===== src/rtl/dmem_pkg.sv =====
// -----------------------------------------------------------------------------
// dmem_pkg
// Types and constants for the data memory. Both the arbiter and the data
// memory import this package.
//   DMEM_WORDS   : depth of the data memory in 32-bit words
//   DMEM_AW      : word-address width presented to the memory
//   resp_owner_t : which requester, if any, owns the read data returning
//                  from the memory this cycle
// -----------------------------------------------------------------------------
package dmem_pkg;

    localparam int DMEM_WORDS = 2048;
    localparam int DMEM_AW    = 11;

    typedef enum logic [1:0] {
        NONE = 2'd0,
        P    = 2'd1,
        D    = 2'd2
    } resp_owner_t;

endpackage : dmem_pkg


===== src/rtl/dmem_arbiter.sv =====
// -----------------------------------------------------------------------------
// dmem_arbiter
// Shares one single-port data memory between the pipeline MEM stage (p_*) and
// a DMA/loader port (d_*). At most one access is issued per cycle. The
// pipeline normally wins. A DMA request that has been refused MAX_DMA_WAIT
// cycles in a row is forced through ahead of the pipeline.
//
// Ports
//   clk                     : single clock, rising edge
//   reset                   : synchronous, active-low
//   p_req/p_we/p_addr/p_wdata : pipeline request (byte address, word access)
//   p_gnt, stall            : pipeline issued this cycle / MEM stage must hold
//   p_rvalid, p_rdata       : pipeline load response, one cycle after grant
//   d_req/d_we/d_addr/d_wdata : DMA request, same meaning as the pipeline
//   d_gnt, d_rvalid, d_rdata  : DMA grant and load response
//   m_en/m_we/m_addr/m_wdata  : memory command, driven by the granted side
//   m_rdata                 : memory read data, valid the cycle after a read
// -----------------------------------------------------------------------------
module dmem_arbiter #(
    parameter int MAX_DMA_WAIT = 4,
    parameter int DMEM_WORDS   = dmem_pkg::DMEM_WORDS
) (
    input  logic                         clk,
    input  logic                         reset,

    input  logic                         p_req,
    input  logic                         p_we,
    input  logic [31:0]                  p_addr,
    input  logic [31:0]                  p_wdata,
    output logic                         p_gnt,
    output logic                         p_rvalid,
    output logic [31:0]                  p_rdata,
    output logic                         stall,

    input  logic                         d_req,
    input  logic                         d_we,
    input  logic [31:0]                  d_addr,
    input  logic [31:0]                  d_wdata,
    output logic                         d_gnt,
    output logic                         d_rvalid,
    output logic [31:0]                  d_rdata,

    output logic                         m_en,
    output logic                         m_we,
    output logic [dmem_pkg::DMEM_AW-1:0] m_addr,
    output logic [31:0]                  m_wdata,
    input  logic [31:0]                  m_rdata
);

    import dmem_pkg::*;

    localparam int CNT_W = (MAX_DMA_WAIT < 1) ? 1 : $clog2(MAX_DMA_WAIT + 1);
    localparam logic [CNT_W-1:0] CNT_MAX = CNT_W'(MAX_DMA_WAIT);

    // State
    logic [CNT_W-1:0] wait_cnt_q, wait_cnt_d;
    resp_owner_t      owner_q, owner_d;
    logic             rd_oor_q, rd_oor_d;   // owned read was out of range

    // Granted-request mux
    logic             force_d;
    logic             any_gnt;
    logic             sel_we;
    logic [31:0]      sel_addr;
    logic [31:0]      sel_wdata;
    logic             sel_in_range;
    logic [31:0]      rsp_data;

    // Byte-offset bits never reach the memory because every access is a word.
    logic unused_addr_bits;
    assign unused_addr_bits = ^{p_addr[1:0], d_addr[1:0]};

    assign force_d = (wait_cnt_q == CNT_MAX);

    // -------------------------------------------------------------------------
    // Grant selection. Grants are combinational so the access goes out in the
    // request cycle. Holding reset low blocks every grant, which also keeps a
    // read from being recorded as an owned response.
    // -------------------------------------------------------------------------
    always_comb begin
        // NOTE: every signal driven here gets a default first; a path that
        // leaves one unassigned would infer a latch.
        p_gnt = 1'b0;
        d_gnt = 1'b0;
        if (reset) begin
            if (d_req && (!p_req || force_d)) begin
                d_gnt = 1'b1;
            end else if (p_req) begin
                p_gnt = 1'b1;
            end
        end
    end

    assign any_gnt   = p_gnt | d_gnt;
    assign sel_we    = d_gnt ? d_we    : p_we;
    assign sel_addr  = d_gnt ? d_addr  : p_addr;
    assign sel_wdata = d_gnt ? d_wdata : p_wdata;

    // Word index must lie below DMEM_WORDS; with 2048 words this is exactly
    // addr[31:13] == 0.
    assign sel_in_range = ({2'b00, sel_addr[31:2]} < 32'(DMEM_WORDS));

    // An out-of-range access is still granted but never enables the memory:
    // stores vanish and loads are answered with zero.
    assign m_en    = any_gnt & sel_in_range;
    assign m_we    = m_en & sel_we;
    assign m_addr  = any_gnt ? sel_addr[DMEM_AW+1:2] : '0;
    assign m_wdata = any_gnt ? sel_wdata : '0;

    assign stall   = p_req & ~p_gnt;

    // -------------------------------------------------------------------------
    // Next state: DMA starvation counter and response ownership.
    // -------------------------------------------------------------------------
    always_comb begin
        wait_cnt_d = wait_cnt_q;
        if (!d_req || d_gnt) begin
            wait_cnt_d = '0;
        end else if (!force_d) begin
            wait_cnt_d = wait_cnt_q + 1'b1;
        end

        owner_d  = NONE;
        rd_oor_d = 1'b0;
        if (p_gnt && !p_we) begin
            owner_d = P;
        end else if (d_gnt && !d_we) begin
            owner_d = D;
        end
        if (any_gnt && !sel_we) begin
            rd_oor_d = !sel_in_range;
        end
    end

    always_ff @(posedge clk) begin
        if (!reset) begin
            // NOTE: non-blocking assignments for all state so every register
            // samples its pre-edge value regardless of statement order.
            wait_cnt_q <= '0;
            owner_q    <= NONE;
            rd_oor_q   <= 1'b0;
        end else begin
            wait_cnt_q <= wait_cnt_d;
            owner_q    <= owner_d;
            rd_oor_q   <= rd_oor_d;
        end
    end

    // -------------------------------------------------------------------------
    // Response routing. Only the owner sees data; the other side reads zero.
    // -------------------------------------------------------------------------
    assign rsp_data = rd_oor_q ? 32'h0 : m_rdata;

    assign p_rvalid = (owner_q == P);
    assign d_rvalid = (owner_q == D);
    assign p_rdata  = p_rvalid ? rsp_data : 32'h0;
    assign d_rdata  = d_rvalid ? rsp_data : 32'h0;

endmodule : dmem_arbiter


===== config.mk =====
export PLATFORM = sky130hd
export DESIGN_NAME = dmem_arbiter
export DESIGN_NICKNAME = d
export VERILOG_FILES = /design/src/rtl/dmem_pkg.sv /design/src/rtl/dmem_arbiter.sv
export SDC_FILE = /design/constraint.sdc
export NUM_CORES = 1
export LEC_CHECK = 0
export CORE_AREA = 4 4 107 109
export CTS_CLUSTER_SIZE = 12
export DETAILED_ROUTE_END_ITERATION = 6
export DIE_AREA = 0 0 111 113
export SYNTH_ARGS = -nofsm -noshare
export SYNTH_HDL_FRONTEND = slang
export SYNTH_SLANG_ARGS = --single-unit

===== constraint.sdc =====
create_clock -name clk -period 2.6 [get_ports clk]
set_clock_uncertainty 0.2 [all_clocks]
set_input_delay 0.26 -clock clk [delete_from_list [all_inputs] [get_ports clk]]
set_output_delay 0.26 -clock clk [all_outputs]
set_load 0.1 [all_outputs]

==> impl_results.md <==
* Status: finished clean
* Power Dens Cells at 258.1 mW/mm^2
* Vias per inst at 4.365
* Core Area at 0.01060 sq mm
* Vias in the first global route at 2768
* Largest area contributor in the netlist: a22o_1
* Placed cell areas at 0.005383 sq mm
* Post-route cell area at 0.005460 sq mm
* Die area at 0.01254 sq mm
* Largest net degree at the start of global routing at 48
* Yosys top cell area share at 29.17%
* IO Port Bufs at 275
* TNS Setup at 0 ps
* Top post-synthesis cells by area: a22o_1 29%, nor2_1 19%, nand2b_1 16%
* Final worst path period share at 96.19%
* Netlist cell types at 27
* Rel. slew slack at 72.54%
* Total number of vias at 2680
* Req. time, crit path at 2140 ps
* Synth Area per Inst at 6.208 sq um
* Clock Latency Late Sink at 220 ps
* Nets at 644
* Synthesis warning total at 0
* Clock Tree Buf Depth at 2
* DR iter-0 viols at 123
* Drc violations at 0
* Io pins at 280
* Seq cells post-synth at 6
* Worst-Margin Slew at 408.4 ps
* Final worst slack at 99.14 ps
* Final Hold Viols at 0
* Clock sink count at 6
* Clock Tree Root: clkbuf_8
* Row cnt at 38
* Total gr overflow at 0
* Mapped Cells at 208
* CTS H-Tree Depth at 1
* First-pass GRT wire length at 16530 um
* Routed length per placed instance at 18.64 um
* Ys flop type: dfxtp_1
* Sequential cell area fraction in the yosys report at 9.302%
* Final Setup Violations at 0
* CTS buffer count at 3
* Most numerous cell in the Yosys netlist: nor2_1
* ANT nets after route at 0
* Startpoint types: primary input
* Syn Nets at 376
* Mapped Area at 0.001291 sq mm
* Peak supply drop at 0.0001770 V
* Reg clk slew, reported paths at 40 ps
* Highest Clock Rate at 399.9 MHz
* Initial Utilization at 12.18%
* WHS at 332.9 ps
* Commonest cells post-synth: 66 x nor2_1, 43 x a22o_1, 34 x nand2b_1
* Lkg Pwr at 0.002158 uW
* CP Max Fanout at 3
* CP Class: primary input to output port
* Hold Buf Count CTS at 0
* Place WS at -10.77 ps
* Max Slew Vio Count at 0
* DP Cell Count at 611
* N_diodes at 0
* Min Tclk post-route at 2501 ps
* Synth async-reset ratio at 0%
* Share of layout cells above drive strength 1 at 29.96%
* Drt total wl at 11450 um
* Max cap viols at 0
* Die height at 113 um
* TritonCTS clock tree: yes
* Die W at 111 um
* CP Capture Type: output port
* EDFF count, synth at 0
* Area grow syn2layout at 322.9%
* Tot GR Track Use at 17.02%
* CP arrival at 2040 ps
* Routability cong. at 0.8887
* TritonRoute pass-1 iters at 4
* Worst min-delay path category: flop to flop
* Final Non-Filler Cells at 614
* Initial antenna violation count at 0
* HPWL Detailed at 10080 um
==> report_power, final <==
part           total (uW)  internal (uW)  leakage (uW)  switching [uW]
Sequential           96.7           95.4     0.0000489            1.24
Clock                 140           99.5     0.0000216            40.7
Combinational        1170            514       0.00209             658
==> layout by cell type (no fill, tap or decap), types with 2 or more instances in the layout <==
cell,n
or4_1,2
inv_1,4
a22o_1,35
a21boi_1,2
and2_1,2
a22o_2,8
nor2_1,66
nand2_1,3
buf_4,6
buf_12,116
ha_1,2
clkdlybuf4s50_1,161
dfxtp_1,6
nand3_1,3
nor4_1,4
nor3_1,3
nand2b_1,34
nor4_2,3
clkbuf_8,3
==> final timing paths <==
check	cells past startpoint	to	slack, ps	from
setup / recovery	7	m_we	100	p_addr[26]
hold / removal	2	wait_cnt_q[0]$_SDFFE_PP0N_	330	wait_cnt_q[0]$_SDFFE_PP0N_
setup reg to reg	7	rd_oor_q$_SDFF_PN0_	780	wait_cnt_q[0]$_SDFFE_PP0N_
hold reg to reg	2	wait_cnt_q[0]$_SDFFE_PP0N_	330	wait_cnt_q[0]$_SDFFE_PP0N_
==> routing by layer <==
| layer | part of all wire, % | routed length, um | track usage [%] |
|---|---|---|---|
| met5 | 0 | 0 | 0 |
| met4 | 1.3 | 153 | 3.366 |
| met3 | 12 | 1425 | 8.075 |
| met2 | 49 | 5639 | 30.83 |
| met1 | 37 | 4229 | 18.17 |
==> critical path, cell delays in order <==
cell             delay, ps
clkdlybuf4s50_1        420
nor4_2                 440
buf_4                  180
o211ai_1               110
a2bb2o_4               260
a21boi_4               190
buf_12                 190
==> stage by stage <==
step           total power (uW)  util (%)
2_1_floorplan             687.0         -
3_3_place_gp               1266     50.77
3_5_place_dp               1273     50.77
4_1_cts                    1421     51.22
5_1_grt                    1458     51.50
6_report                   1409     51.50
==> cells by family (layout without fill, tap and decap cells) <==
logic type,after synthesis,after routing,synth area share (%)
simple gates,124,124,46.32
compound gates,51,51,34.30
buf+inv,24,290,7.364
flops,6,6,9.303
fa+ha+maj,2,2,1.938
mux,1,1,0.7752
==> sequential cells by signal, indices dropped and copies added (netlist names) <==
| register | flops |
|---|---|
| wait_cnt_q | 3 |
| owner_q | 2 |
| rd_oor_q | 1 |
==> cell type report <==
class                   count  area (sq um)
well taps                 140         175.2
multi-input cells         178          1130
clock buffers               3         41.29
repair buffers            283          3979
fillers                   961          5142
flip-flops and latches      6         120.1
inverters                   4         15.01
==> timing repair <==
action	CTS	global route
buffers inserted	0	0
endpoints found under the hold margin	0	0
resized for setup	1	5
gates cloned	0	0
setup endpoints to repair	1	1
No activity file was read; power rests on OpenSTA's default activity.
